`src/rtl/branch_predictor_320_pkg.sv`:
```
// Shared definitions for the branch predictor slice.
// Contents:
//   state_e      - recovery FSM encoding (RUN, FLUSH, DRAIN)
//   CNT_*        - two-bit saturating counter values
//   DRAIN_LEN    - number of DRAIN cycles after a flush
//   sat_update   - next value of a two-bit counter given the outcome
//   sat_inc16    - 16-bit increment that holds at all-ones
package branch_predictor_320_pkg;

   typedef enum logic [1:0] {
      RUN   = 2'd0,
      FLUSH = 2'd1,
      DRAIN = 2'd2
   } state_e;

   localparam logic [1:0] CNT_SNT = 2'd0;
   localparam logic [1:0] CNT_WNT = 2'd1;
   localparam logic [1:0] CNT_WT  = 2'd2;
   localparam logic [1:0] CNT_ST  = 2'd3;

   localparam int unsigned DRAIN_LEN = 32'd2;

   function automatic logic [1:0] sat_update(input logic [1:0] cnt, input logic taken);
      logic [1:0] nxt;
      nxt = cnt;
      if (taken) begin
         if (cnt != CNT_ST) nxt = cnt + 2'd1;
         else               nxt = cnt;
      end else begin
         if (cnt != CNT_SNT) nxt = cnt - 2'd1;
         else                nxt = cnt;
      end
      return nxt;
   endfunction

   function automatic logic [15:0] sat_inc16(input logic [15:0] v);
      logic [15:0] nxt;
      if (v == 16'hFFFF) nxt = v;
      else               nxt = v + 16'd1;
      return nxt;
   endfunction

endpackage

```
`src/rtl/branch_predictor_320_if.sv`:
```
// Pipeline <-> predictor bus.
//   master: pipeline side, drives ID/MEM information and reads prediction,
//           flush/redirect, queue status and statistics.
//   slave : predictor side, the mirror image.
interface branch_predictor_320_if;
   logic        stall;
   logic        id_branch;
   logic [31:0] id_pc;
   logic        predict;
   logic        mem_branch;
   logic [31:0] mem_pc;
   logic        mem_taken;
   logic [31:0] mem_target;
   logic        flush;
   logic [31:0] redirect_pc;
   logic        q_full;
   logic [15:0] br_count;
   logic [15:0] miss_count;
   logic        q_err;

   modport master (
      output stall, id_branch, id_pc, mem_branch, mem_pc, mem_taken, mem_target,
      input  predict, flush, redirect_pc, q_full, br_count, miss_count, q_err
   );

   modport slave (
      input  stall, id_branch, id_pc, mem_branch, mem_pc, mem_taken, mem_target,
      output predict, flush, redirect_pc, q_full, br_count, miss_count, q_err
   );
endinterface

```
`src/rtl/branch_predictor_320_fifo.sv`:
```
// pred_fifo_320: in-flight prediction queue between ID and MEM.
// Ports:
//   clk, rst_n   - clock, asynchronous active-low reset
//   push, wdata  - enqueue request and data (accepted when not full or popping)
//   pop, rdata   - dequeue request, head entry (rdata valid when !empty)
//   clear        - synchronous empty, dominates push/pop
//   full, empty  - occupancy status
// DEPTH must be a power of two (>= 2) so the pointers wrap naturally.
module pred_fifo_320
   import branch_predictor_320_pkg::*;
#(
   parameter int WIDTH = 7,
   parameter int DEPTH = 4
) (
   input  logic             clk,
   input  logic             rst_n,
   input  logic             push,
   input  logic             pop,
   input  logic             clear,
   input  logic [WIDTH-1:0] wdata,
   output logic [WIDTH-1:0] rdata,
   output logic             full,
   output logic             empty
);

   localparam int PW = $clog2(DEPTH);
   localparam int CW = PW + 1;

   logic [WIDTH-1:0] mem_r [DEPTH];
   logic [PW-1:0]    wr_ptr_r;
   logic [PW-1:0]    rd_ptr_r;
   logic [CW-1:0]    count_r;
   logic             do_push_s;
   logic             do_pop_s;

   assign full  = (count_r == CW'(DEPTH));
   assign empty = (count_r == {CW{1'b0}});
   assign rdata = mem_r[rd_ptr_r];

   // Qualify requests: a full queue still accepts a push when the head leaves the same cycle.
   always_comb begin
      do_push_s = 1'b0;
      do_pop_s  = 1'b0;
      if (clear) begin
         do_push_s = 1'b0;
         do_pop_s  = 1'b0;
      end else begin
         do_pop_s  = pop & ~empty;
         do_push_s = push & (~full | do_pop_s);
      end
   end

   // Storage, pointers and occupancy.
   always_ff @(posedge clk or negedge rst_n) begin
      if (!rst_n) begin
         for (int i = 0; i < DEPTH; i++) mem_r[i] <= {WIDTH{1'b0}};
         wr_ptr_r <= {PW{1'b0}};
         rd_ptr_r <= {PW{1'b0}};
         count_r  <= {CW{1'b0}};
      end else if (clear) begin
         wr_ptr_r <= {PW{1'b0}};
         rd_ptr_r <= {PW{1'b0}};
         count_r  <= {CW{1'b0}};
      end else begin
         if (do_push_s) begin
            mem_r[wr_ptr_r] <= wdata;
            wr_ptr_r        <= wr_ptr_r + PW'(1);
         end
         if (do_pop_s) rd_ptr_r <= rd_ptr_r + PW'(1);
         case ({do_push_s, do_pop_s})
            2'b10:   count_r <= count_r + CW'(1);
            2'b01:   count_r <= count_r - CW'(1);
            default: count_r <= count_r;
         endcase
      end
   end

endmodule

```
`src/rtl/branch_predictor_320.sv`:
```
// branch_predictor_320: bimodal predictor with an in-flight prediction queue
// and mispredict recovery.
// Ports:
//   clk, rst_n - clock, asynchronous active-low reset
//   bus        - slave side of branch_predictor_320_if:
//                ID lookup (id_branch/id_pc/stall -> predict), MEM resolve
//                (mem_branch/mem_pc/mem_taken/mem_target), recovery
//                (flush/redirect_pc), queue status (q_full/q_err) and
//                saturating statistics (br_count/miss_count).
module branch_predictor_320
   import branch_predictor_320_pkg::*;
#(
   parameter int IDX_W  = 6,
   parameter int QDEPTH = 4
) (
   input logic                    clk,
   input logic                    rst_n,
   branch_predictor_320_if.slave  bus
);

   localparam int ENTRIES = 1 << IDX_W;
   localparam int QENT_W  = IDX_W + 1;

   logic [1:0]        pht_r [ENTRIES];
   state_e            state_r;
   logic [1:0]        drain_cnt_r;
   logic              flush_r;
   logic [31:0]       redirect_r;
   logic [15:0]       br_cnt_r;
   logic [15:0]       miss_cnt_r;
   logic              q_err_r;

   logic [IDX_W-1:0]  id_idx_s;
   logic [IDX_W-1:0]  mem_idx_s;
   logic              predict_s;
   logic              running_s;
   logic              push_s;
   logic              pop_s;
   logic              head_pred_s;
   logic              mispredict_s;
   logic              empty_pop_s;
   logic [31:0]       redirect_next_s;
   logic              fifo_full_s;
   logic              fifo_empty_s;
   logic              fifo_clear_s;
   logic [QENT_W-1:0] fifo_rdata_s;
   logic              unused_bits_s;

   assign id_idx_s      = bus.id_pc[IDX_W+1:2];
   assign mem_idx_s     = bus.mem_pc[IDX_W+1:2];
   // Lookup reads the array before any same-cycle update lands.
   assign predict_s     = pht_r[id_idx_s][1];
   assign fifo_clear_s  = (state_r == FLUSH);
   assign unused_bits_s = ^{bus.id_pc[31:IDX_W+2], bus.id_pc[1:0], fifo_rdata_s[QENT_W-1:1]};

   // Push/pop qualification, mispredict detection and redirect address.
   always_comb begin
      running_s       = (state_r == RUN);
      pop_s           = 1'b0;
      push_s          = 1'b0;
      head_pred_s     = 1'b0;
      mispredict_s    = 1'b0;
      empty_pop_s     = 1'b0;
      redirect_next_s = 32'd0;
      if (running_s) begin
         pop_s  = bus.mem_branch;
         push_s = bus.id_branch & ~bus.stall & ~flush_r & (~fifo_full_s | pop_s);
      end else begin
         pop_s  = 1'b0;
         push_s = 1'b0;
      end
      // An empty-queue resolve is treated as a not-taken prediction.
      if (fifo_empty_s) head_pred_s = 1'b0;
      else              head_pred_s = fifo_rdata_s[0];
      empty_pop_s  = pop_s & fifo_empty_s;
      mispredict_s = pop_s & (head_pred_s != bus.mem_taken);
      if (bus.mem_taken) redirect_next_s = bus.mem_target;
      else               redirect_next_s = bus.mem_pc + 32'd4;
   end

   pred_fifo_320 #(
      .WIDTH (QENT_W),
      .DEPTH (QDEPTH)
   ) u_fifo (
      .clk   (clk),
      .rst_n (rst_n),
      .push  (push_s),
      .pop   (pop_s),
      .clear (fifo_clear_s),
      .wdata ({id_idx_s, predict_s}),
      .rdata (fifo_rdata_s),
      .full  (fifo_full_s),
      .empty (fifo_empty_s)
   );

   // Pattern table: every resolved branch trains its counter, whatever the FSM state.
   always_ff @(posedge clk or negedge rst_n) begin
      if (!rst_n) begin
         for (int i = 0; i < ENTRIES; i++) pht_r[i] <= CNT_WNT;
      end else if (bus.mem_branch) begin
         pht_r[mem_idx_s] <= sat_update(pht_r[mem_idx_s], bus.mem_taken);
      end
   end

   // Recovery FSM with its registered flush, redirect and miss statistics.
   always_ff @(posedge clk or negedge rst_n) begin
      if (!rst_n) begin
         state_r     <= RUN;
         drain_cnt_r <= 2'd0;
         flush_r     <= 1'b0;
         redirect_r  <= 32'd0;
         miss_cnt_r  <= 16'd0;
      end else begin
         case (state_r)
            RUN: begin
               if (mispredict_s) begin
                  state_r    <= FLUSH;
                  flush_r    <= 1'b1;
                  redirect_r <= redirect_next_s;
                  miss_cnt_r <= sat_inc16(miss_cnt_r);
               end else begin
                  flush_r    <= 1'b0;
               end
            end
            FLUSH: begin
               state_r     <= DRAIN;
               drain_cnt_r <= 2'd0;
               flush_r     <= 1'b0;
            end
            DRAIN: begin
               flush_r <= 1'b0;
               if (drain_cnt_r == 2'(DRAIN_LEN - 1)) state_r <= RUN;
               else drain_cnt_r <= drain_cnt_r + 2'd1;
            end
            default: begin
               state_r <= RUN;
               flush_r <= 1'b0;
            end
         endcase
      end
   end

   // Resolved-branch count and sticky empty-resolve flag.
   always_ff @(posedge clk or negedge rst_n) begin
      if (!rst_n) begin
         br_cnt_r <= 16'd0;
         q_err_r  <= 1'b0;
      end else begin
         if (bus.mem_branch) br_cnt_r <= sat_inc16(br_cnt_r);
         if (empty_pop_s)    q_err_r  <= 1'b1;
      end
   end

   assign bus.predict     = predict_s;
   assign bus.flush       = flush_r;
   assign bus.redirect_pc = redirect_r;
   assign bus.q_full      = fifo_full_s;
   assign bus.br_count    = br_cnt_r;
   assign bus.miss_count  = miss_cnt_r;
   assign bus.q_err       = q_err_r;

endmodule

```
`src/flat_wrapper.sv`:
```
// flat-port wrapper written by rule: the top's interface ports become plain ports
module branch_predictor_320_flat import branch_predictor_320_pkg::*;
#(
   parameter int IDX_W  = 6,
   parameter int QDEPTH = 4
)
  (clk, rst_n, bus_stall, bus_id_branch, bus_id_pc, bus_mem_branch, bus_mem_pc, bus_mem_taken, bus_mem_target, bus_predict, bus_flush, bus_redirect_pc, bus_q_full, bus_br_count, bus_miss_count, bus_q_err);
  branch_predictor_320_if bus_i ();
  input logic clk;
  input logic rst_n;
  input wire logic [$bits(bus_i.stall)-1:0] bus_stall;
  input wire logic [$bits(bus_i.id_branch)-1:0] bus_id_branch;
  input wire logic [$bits(bus_i.id_pc)-1:0] bus_id_pc;
  input wire logic [$bits(bus_i.mem_branch)-1:0] bus_mem_branch;
  input wire logic [$bits(bus_i.mem_pc)-1:0] bus_mem_pc;
  input wire logic [$bits(bus_i.mem_taken)-1:0] bus_mem_taken;
  input wire logic [$bits(bus_i.mem_target)-1:0] bus_mem_target;
  output wire logic [$bits(bus_i.predict)-1:0] bus_predict;
  output wire logic [$bits(bus_i.flush)-1:0] bus_flush;
  output wire logic [$bits(bus_i.redirect_pc)-1:0] bus_redirect_pc;
  output wire logic [$bits(bus_i.q_full)-1:0] bus_q_full;
  output wire logic [$bits(bus_i.br_count)-1:0] bus_br_count;
  output wire logic [$bits(bus_i.miss_count)-1:0] bus_miss_count;
  output wire logic [$bits(bus_i.q_err)-1:0] bus_q_err;
  assign bus_i.stall = bus_stall;
  assign bus_i.id_branch = bus_id_branch;
  assign bus_i.id_pc = bus_id_pc;
  assign bus_i.mem_branch = bus_mem_branch;
  assign bus_i.mem_pc = bus_mem_pc;
  assign bus_i.mem_taken = bus_mem_taken;
  assign bus_i.mem_target = bus_mem_target;
  assign bus_predict = bus_i.predict;
  assign bus_flush = bus_i.flush;
  assign bus_redirect_pc = bus_i.redirect_pc;
  assign bus_q_full = bus_i.q_full;
  assign bus_br_count = bus_i.br_count;
  assign bus_miss_count = bus_i.miss_count;
  assign bus_q_err = bus_i.q_err;
  branch_predictor_320 #(.IDX_W(IDX_W), .QDEPTH(QDEPTH)) u_core (.clk(clk), .rst_n(rst_n), .bus(bus_i));
endmodule
```
`config.mk`:
```
export PLATFORM = sky130hd
export DESIGN_NAME = branch_predictor_320_flat
export DESIGN_NICKNAME = d
export VERILOG_FILES = /design/src/rtl/branch_predictor_320_pkg.sv /design/src/rtl/branch_predictor_320_if.sv /design/src/rtl/branch_predictor_320_fifo.sv /design/src/rtl/branch_predictor_320.sv /design/src/flat_wrapper.sv
export SDC_FILE = /design/constraint.sdc
export NUM_CORES = 1
export LEC_CHECK = 0
export BUFFER_PORTS_ARGS = -buffer_cell sky130_fd_sc_hd__clkbuf_2
export CORE_ASPECT_RATIO = 1.5
export CORE_MARGIN = 2
export CORE_UTILIZATION = 40
export CTS_CLUSTER_DIAMETER = 40
export DETAILED_ROUTE_END_ITERATION = 8
export GPL_TIMING_DRIVEN = 0
export MAX_ROUTING_LAYER = met4
export PLACE_DENSITY_LB_ADDON = 0.1
export SKIP_CTS_REPAIR_TIMING = 1
export SYNTH_ARGS = -nofsm -noshare
export SYNTH_HDL_FRONTEND = slang
export SYNTH_HIERARCHICAL = 1
export SYNTH_SLANG_ARGS = --single-unit
```
`constraint.sdc`:
```
create_clock -name clk -period 5.6 [get_ports clk]
set_input_delay 0.56 -clock clk [delete_from_list [all_inputs] [get_ports clk]]
set_output_delay 0.56 -clock clk [all_outputs]
set_load 0.05 [all_outputs]
```
== After elaboration in Yosys (flattened, before gate mapping) ==
Cells that the tools add are included.

* $add $sub $neg: 10
* $lt $le $gt $ge: 6
* Equality and inequality tests: 13
* Multiplexer cells: 38
* Bitwise gates (word level): 20
* Reduce and logical (&&, ||, !) cells: 15

{| class="wikitable"
|+ Operators by type and width
! kind !! count
|-
| 128-bit bitwise mux || 1
|-
| 16-bit by 1-bit adder with 16-bit output (second input constant) || 2
|-
| 32-bit by 3-bit adder with 32-bit output (second input constant) || 1
|-
| 16-bit equality test (second input constant) || 2
|-
| 2-bit two-way mux || 16
|-
| 32-bit two-way mux || 1
|-
| 28-bit bitwise mux || 1
|-
| 2-bit binary-select mux with 6-bit select || 2
|-
| 7-bit binary-select mux with 2-bit select || 1
|-
| 7-bit demux with 2-bit select || 1
|-
| 7-bit greater-or-equal comparator (second input constant) || 2
|-
| 6-bit NOT with 7-bit output || 2
|-
| 2-bit demux with 6-bit select || 1
|-
| 2-bit AND reduction || 5
|-
| 1-bit two-way mux || 9
|-
| 2-bit by 1-bit adder with 2-bit output (second input constant) || 4
|-
| 2-bit nonzero test || 4
|-
| 1-bit bitwise AND || 7
|-
| 7-bit by 1-bit less-than comparator with 1-bit output (second input constant) || 1
|-
| 7-bit two-way mux || 1
|-
| 1-bit NOT || 7
|-
| 2-bit by 1-bit equality test with 1-bit output (second input constant) || 3
|-
| 3-bit greater-or-equal comparator (second input constant) || 2
|-
| 2-bit inequality test (second input constant) || 3
|-
| other kinds (19) || 23
|}

* Flip-flop bits (word level): 233

== Logic depth before layout (Yosys ltp) ==
* Word-level depth: 10
* Gate-level depth with buffers: 13

== Cells and area by module ==
The synthesis kept the hierarchy.

{| class="wikitable"
|+ Modules (own cells, without submodules)
! module !! times used !! cells an instance !! area each (µm²) !! sequential area each (µm²)
|-
| branch_predictor_320 || 1 || 1452 || 12889.9 || 5034.8
|-
| pred_fifo_320 || 1 || 131 || 1806.7 || 875.8
|}

== Worst setup path after synthesis ==
Ideal clock, no wire load.

* Path kind: input -> output
* Start point: in bus_id_pc[2]
* End point: out bus_predict
* Arrival time: 2902 ps
* Data required time: 5040 ps
* Path slack: 2138 ps
* Cell stages on the path: 5
* Path buffers: 2
* Cells stage by stage: clkbuf_1 buf_2 mux4_2 mux4_2 mux4_2

* Cells in the longest elaborated chain, start to end: 4

{| class="wikitable"
|+ Ends and longest elaborated chain
! element !! RTL line !! RTL
|-
| from (decl) || flat_wrapper.sv:13 || <nowiki>input wire logic [$bits(bus_i.id_pc)-1:0] bus_id_pc;</nowiki>
|-
| 6-bit NOT with 7-bit output (not written as such) || branch_predictor_320.sv:52 || <nowiki>assign predict_s = pht_r[id_idx_s][1];</nowiki>
|-
| 2-bit binary-select mux with 6-bit select || branch_predictor_320.sv:52 ||
|-
| 2-bit two-way mux (not written as such) (2 in a row) || branch_predictor_320.sv:52 ||
|-
| to (decl) || flat_wrapper.sv:18 || <nowiki>output wire logic [$bits(bus_i.predict)-1:0] bus_predict;</nowiki>
|}

No other way between the ends. The select of a mux whose other input is x is not followed.

== Worst setup path after layout ==
Ends and elaborated chain as after synthesis.

==> metrics <==
status finished, final reports clean; H-tree depth 2; crit-path most repeated cell mux4_2; Max Root-Sink Buffers 3; Final GP Congestion about 0.97; Die Wd between 150 and 200 microns; Fmax ~0.24 GHz; Max-Cap Viols 0; final core utilization 0.476; number of antenna violations at the first check in global routing 1; share of power burned in registers 0.346; Int Pwr ~0.004 W; CTS Buf Count 35; kind of critical path in -> out; synthesis-to-finish area growth 18.0%; hold endpoint u_core/bus.redirect_pc[22]$_DFFE_PN0P_; synth warn 6; CTS root buf clkbuf_16; Slew Limit Fails 0; logic gate share of total power 0.327; Reg2Reg Setup Slack between 2 and 3 ns; crit path cell chain clkbuf_1 > buf_2 > mux4_2 > mux4_2 > mux4_2 > clkbuf_2; setup_tns 0 ns; DRC viols 0; Sw Ratio 0.399; worst setup margin 1.39 ns; first-pass GRT wire length ~80000 microns; switching pwr ~0.0026 W; vias in the first global route about 13000; Filler Cells Inserted approximately 3400; grt total ovfl 0; nets between 1500 and 2000; row count 83; I/O pins 170; pre-CTS setup slack around 1.4 ns; Routed Antenna Nets 0; Hold WS between 0.2 and 0.3 ns; Period minus WS final approximately 4.2 ns; total global-route track usage 0.305; post-synthesis instance total 1529; final hold viol count 0; CP endpoint kind output port; RSZ-0062 raised after global routing false; Mapped Avg Cell Area around 9.0 sq um; Worst-path clk slew about 0.050 ns; # setup viols final 0; vias per cell ~6.3; Bufs and invs on worst path 3; core area ~34000 sq um; Iter 0 DRT Violations between 1000 and 1500; syn_nets between 1500 and 2000; Leak Pwr between 6 and 7 nW; gr busiest metal met2; crit path DAT ~3.7 ns; die area around 36000 sq um; CTS tree yes; Final Cell Area between 15000 and 20000 sq um; GR met3 Demand/Resource 0.0475; placed cell areas 15000 sq um; CP peak stage delay roughly 0.6 ns; crit path launch type input port; share of cells above drive strength 1 0.246; Die Ht between 200 and 250 microns; Worst Clk Skew around 0.023 ns; worst hold path depth 3; cell family with most CP delay multiplexers; Multi-input gate area between 7000 and 8000 sq um; reg2reg end u_core/bus.miss_count[14]$_DFFE_PN0P_; largest net degree at the start of global routing 100; port bufs about 140; Tcrit/Tclk final 0.752; drt pass-1 iters 7; Via Count roughly 14000; Max-slew headroom 0.145; Starting Density 0.403; clock network power share 0.327; Max IR drop VDD about 250 uV; clk sink count about 210; Reg2Reg Launch Point u_core/u_fifo/rd_ptr_r[0]$_DFFE_PN0P_; pwr/cell area about 410 nW/um^2; Hold Path Origin bus_mem_target[22]; worst-path fanout max 10; GR Util met1 0.342; R2R cell count 10; grt met2 use 0.508; drt total wl about 54000 microns; Cell Area, Synth 13700 sq um; Reg area 5310 sq um; Tightest Hold Check Type in -> reg; routed len/inst between 20 and 30 microns; worst slew pin tran 1.27 ns; Critical-path top delay cell mux4_2; WP data required ~5 ns; Worst-Skew Late Latency 0.53 ns; hpwl dp just under 40000 microns
-- layer usage --
layer / vias up / routed length, microns
met2: 740 / 26000
met3: 231 / 4000
met5: - / 0
li1: 5984 / -
met1: 6553 / 20100
met4: 0 / 3930
-- layout by cell type, fill, tap and decap left out, types with 5 or more instances in the layout --
master,instances
nand3_1,169
dfstp_2,64
clkbuf_16,37
a2111oi_0,28
dfrtp_1,145
mux2i_1,20
and2_1,6
nor2_1,175
o21ai_1,5
buf_6,9
ha_1,8
and3_1,15
nor2b_1,9
a2111oi_2,34
nor3_1,132
clkbuf_1,82
clkinv_2,5
mux4_2,28
o221ai_1,67
xnor2_1,43
nand2_1,164
clkbuf_2,140
buf_4,6
o211ai_1,12
o21ai_0,32
clkinvlp_4,5
buf_2,46
nand4_1,17
inv_1,46
a21oi_1,25
and4_1,7
a22oi_1,16
xor2_1,19
mux2_2,20
-- cell type report --
class | instances | area share
Multi-Input combinational cell | 1128 | 0.464
Buffer | 145 | 0.0441
Sequential cell | 209 | 0.329
Inverter | 47 | 0.0109
Tap cell | 425 | 0.0329
Clock buffer | 45 | 0.0610
Antenna cell | 1 | 0.000155
Timing Repair Buffer | 141 | 0.0473
Clock inverter | 17 | 0.0105
-- worst max path at each step --
| stage | from | to | slack [ns] | cells past startpoint |
|---|---|---|---|---|
| global placement | rst_n | u_core/pht_r[19]$_DFFE_PN0P_ | -0.58 | 1 |
| finish | bus_id_pc[2] | bus_predict | 1.39 | 6 |
| CTS | bus_id_pc[2] | bus_predict | 1.40 | 6 |
| global route | bus_id_pc[2] | bus_predict | 1.31 | 6 |
| floorplan | bus_id_pc[2] | bus_predict | 2.14 | 5 |
| detailed placement | bus_id_pc[2] | bus_predict | 1.40 | 6 |
-- flip-flops by register name, indices dropped and copies added (netlist names) --
signal / flops
u_core/bus.br_count: 16
u_core/bus.flush: 1
u_core/bus.miss_count: 16
u_core/bus.q_err: 1
u_core/bus.redirect_pc: 32
u_core/drain_cnt_r: 2
u_core/pht_r: 128
u_core/state_r: 2
u_core/u_fifo/count_r: 3
u_core/u_fifo/mem_r: 4
u_core/u_fifo/rd_ptr_r: 2
u_core/u_fifo/wr_ptr_r: 2
-- power by group through the flow --
stage / Sequential (W) / Clock [W] / Combinational, W
6_report: 0.00228 / 0.00216 / 0.00215
5_1_grt: 0.00232 / 0.00227 / 0.00230
4_1_cts: 0.00227 / 0.00220 / 0.00214
3_5_place_dp: 0.00230 / 0 / 0.00214
3_3_place_gp: 0.00229 / 0 / 0.00211
2_1_floorplan: 0.00271 / 0 / 0.00103
-- stage by stage --
step / instances / total power, W
detailed placement: 2094 / 0.00443
finish: 2158 / 0.00659
floorplan: 1529 / 0.00374
global placement: 2092 / 0.00440
global route: 2158 / 0.00689
CTS: 2156 / 0.00661
-- tightest hold or removal path, cell delays in order --
cell      delay [ns]
clkbuf_2        0.08
nand3_1         0.06
o211ai_1        0.09
Power figures use the tool's default switching activity.
